--- src/rtl/payload_checker_pkg.sv ---
// payload_checker_pkg: frame constants, FSM states and origin payload content shared by TX and RX.
package payload_checker_pkg;
    localparam int FRAME_LEN = 4320;
    localparam int ADDR_W = 13;
    localparam int TOT_W = 32;
    typedef enum logic [1:0] {IDLE, RUN, FLUSH, DONE} state_t;
    // Origin payload: parity of a folded address under a fixed mask.
    function automatic logic payload_bit(input logic [ADDR_W-1:0] a);
        return ^((a ^ (a >> 5)) & 13'h1A6D);
    endfunction
endpackage

--- src/rtl/payload_checker_rom.sv ---
// payload_rom: origin payload ROM, one bit wide with a registered 1-cycle read.
module payload_rom
    import payload_checker_pkg::*;
#(
    parameter int ADDR_W = payload_checker_pkg::ADDR_W
) (
    input  logic              clka,
    input  logic [ADDR_W-1:0] addra,
    output logic [0:0]        douta
);
    always_ff @(posedge clka) douta <= payload_bit(addra);
endmodule

--- config.mk ---
export PLATFORM = sky130hd
export DESIGN_NAME = payload_rom
export DESIGN_NICKNAME = d
export VERILOG_FILES = /design/src/rtl/payload_checker_pkg.sv /design/src/rtl/payload_checker_rom.sv
export SDC_FILE = /design/constraint.sdc
export NUM_CORES = 1
export LEC_CHECK = 0
export ABC_AREA = 1
export BUFFER_PORTS_ARGS = -buffer_cell sky130_fd_sc_hd__buf_2
export CAP_MARGIN = 20
export CORE_AREA = 10 10 47 49
export CTS_CLUSTER_SIZE = 30
export DETAILED_ROUTE_END_ITERATION = 10
export DIE_AREA = 0 0 57 59
export SLEW_MARGIN = 20
export SYNTH_ARGS = -nofsm -noshare
export SYNTH_HDL_FRONTEND = slang
export SYNTH_SLANG_ARGS = --single-unit
export TNS_END_PERCENT = 20
--- constraint.sdc ---
create_clock -name clka -period 1.4 [get_ports clka]
set_input_delay 0.14 -clock clka [delete_from_list [all_inputs] [get_ports clka]]
set_output_delay 0.14 -clock clka [all_outputs]
set_load 0.005 [all_outputs]
==> results.yml <==
global_routing:
  grt_usage_pct: 2.76
  number_of_global_route_vias_before_repair: 245
  initial_antenna_violation_count: 0
  grt_pass1_wl_um: 848
  grt_start_max_net_pins: 5
  gr-total-overflow: 0
clocking:
  cts.reportedPaths.clkPinSlew_ns: 0
  cts-resized-gates: 0
  post_cts_buffers: 0
  cts.hold.buffers_added: 0
routing:
  detail_route.wirelength_um: 576
  remaining_drc_errors: 0
  drt_first_pass_iters: 2
  antenna_violating_nets_post_route: 0
  route.vias.total: 345
  first_iter_violations: 5
  wl_per_cell_um: 6.47
  detail_route.vias_per_cell: 3.88
timing:
  finalCriticalPeriod_ns: 0.908
  clock.fmax_mhz: 1100
  final-max-slew-violation-count: 0
  setup_viol_count_final: 0
  count_of_endpoints_failing_hold_in_the_final_timing_report: 0
  setup_repair_after_global_routing_missed_its_margin: "no"
  final.period_utilization_pct: 64.9
  setup-tns-final_ns: 0
  timing.max_slew.rel_slack_pct: 88.9
  worst-slew-pin-transition_ns: 0.165
run:
  timing.max_cap.violations: 0
finish:
  postLayoutCellArea_um2: 342
  antennaDiodeCount: 0
  layout.cells.most_common: "nand2_1"
  layout_top_registers: "douta: 1 flops"
  max_ffs_per_register: 1
  fin_nets: 89
  postLayoutCoreUtil_pct: 24.4
  mostFrequentLayoutCells: "38 x nand2_1, 12 x inv_1, 12 x buf_2, 3 x nand2_2, 3 x nand3_1"
  drive_above_1_share_pct: 21.9
  layout.area.seq_um2: 20.0
  multi_input_comb_area_um2: 193
  regMostFlops: "douta"
  nFillCells: 183
  area_growth_syn_to_layout_pct: 30.6
pwr:
  p_total_uw: 138
  pwr_density_cell_mw_per_mm2: 405
  worst_ir_drop_vdd_v: 0.0000883
  power_leakage_nw: 0.257
setup_path:
  timing.setup.critical_path_class: "input port to register"
  critical_path_required_ns: 1.29
  arrival_ns: 0.79
  crit_path_start_kind: "input port"
  category_of_the_worst_setup_path_capture_point: "register"
  crit_path_max_fo: 2
yosys:
  yosys_warnings: 0
  postSynthCellCount: 61
  yosysSeqAreaShare_pct: 7.66
  syn_avg_cell_area_um2: 4.29
  yosys_register_bits: 1
  distinct_cell_type_count_of_the_synthesized_netlist: 8
  synthesis.area_um2: 262
  mappedNetlistNets: 75
floorplan:
  die_h_um: 59
  core_area_mm2: 0.00140
  die_area_mm2: 0.00336
  rows: 14
  initial_core_util_pct: 18.7
  boundaryPins: 15
  die_width_um: 57
status:
  outcome: "finished, final reports clean"
placed_design:
  place_congestion: 0.663
  placed_cell_area_um2: 342
  io_buffer_count: 12
  place_hpwl_um: 561
hold_path:
  min_path_type: "register to output pin"
==> critical path, stage by stage <==
cell and delay (ns):
buf_2 0.10, nor2_1 0.13, inv_1 0.05, nand2_1 0.07
nand2_1 0.05, nand2_1 0.06, nand2_1 0.06, nand3_1 0.08
nand2_1 0.05
==> report_power, final <==
group / internal, mW / leakage (nW) / switching (mW)
clock: 0 / 0 / 0
combinational: 0.0442 / 0.249 / 0.0570
sequential: 0.0360 / 0.00843 / 0.00113
total: 0.0802 / 0.257 / 0.0582
==> layer usage <==
layer	routed length (µm)	vias to the layer above	GRT usage, %
met1	249	143	3.07
li1	-	198	-
met3	14	0	0.215
met4	0	0	0
met5	0	-	0
met2	312	4	5.74
==> cell type report <==
type                    count  area share [%]
inverters                  13            14.3
flip-flops and latches      1            5.86
repair buffers             12            17.6
well taps                  16            5.86
multi-input cells          47            56.4
==> cells by family (layout without fill, tap and decap cells) <==
kind of cell  after synthesis  after routing  synth area share, %
xor+xnor                    1              1                 3.35
buf+inv                    13             25                 18.7
flops                       1              1                 7.66
simple gates               46             46                 70.3
==> final timing paths <==
kind / from / slack (ns) / depth (start not counted) / to
worst max-delay path: addra[8] / 0.49 / 9 / douta
worst min-delay path: douta / 0.52 / 1 / douta
==> synthesized netlist by cell type <==
| cell | number | area, µm² |
|---|---|---|
| nand2_1 | 38 | 143 |
| inv_1 | 12 | 45.0 |
| nand2_2 | 3 | 18.8 |
| nand3_1 | 3 | 15.0 |
| nor2_1 | 2 | 7.51 |
| dfxtp_1 | 1 | 20.0 |
| inv_2 | 1 | 3.75 |
| xnor2_1 | 1 | 8.76 |
==> metrics by stage <==
stage                     hold slack [ns]  setup slack, ns  cells
after floorplan                     0.424            0.669     61
after global placement              0.521            0.515     89
after detailed placement            0.526            0.480     89
after CTS                           0.526            0.481     89
after global routing                0.532            0.355     89
final                               0.519            0.492     89
(Power assumes the default switching activity.)
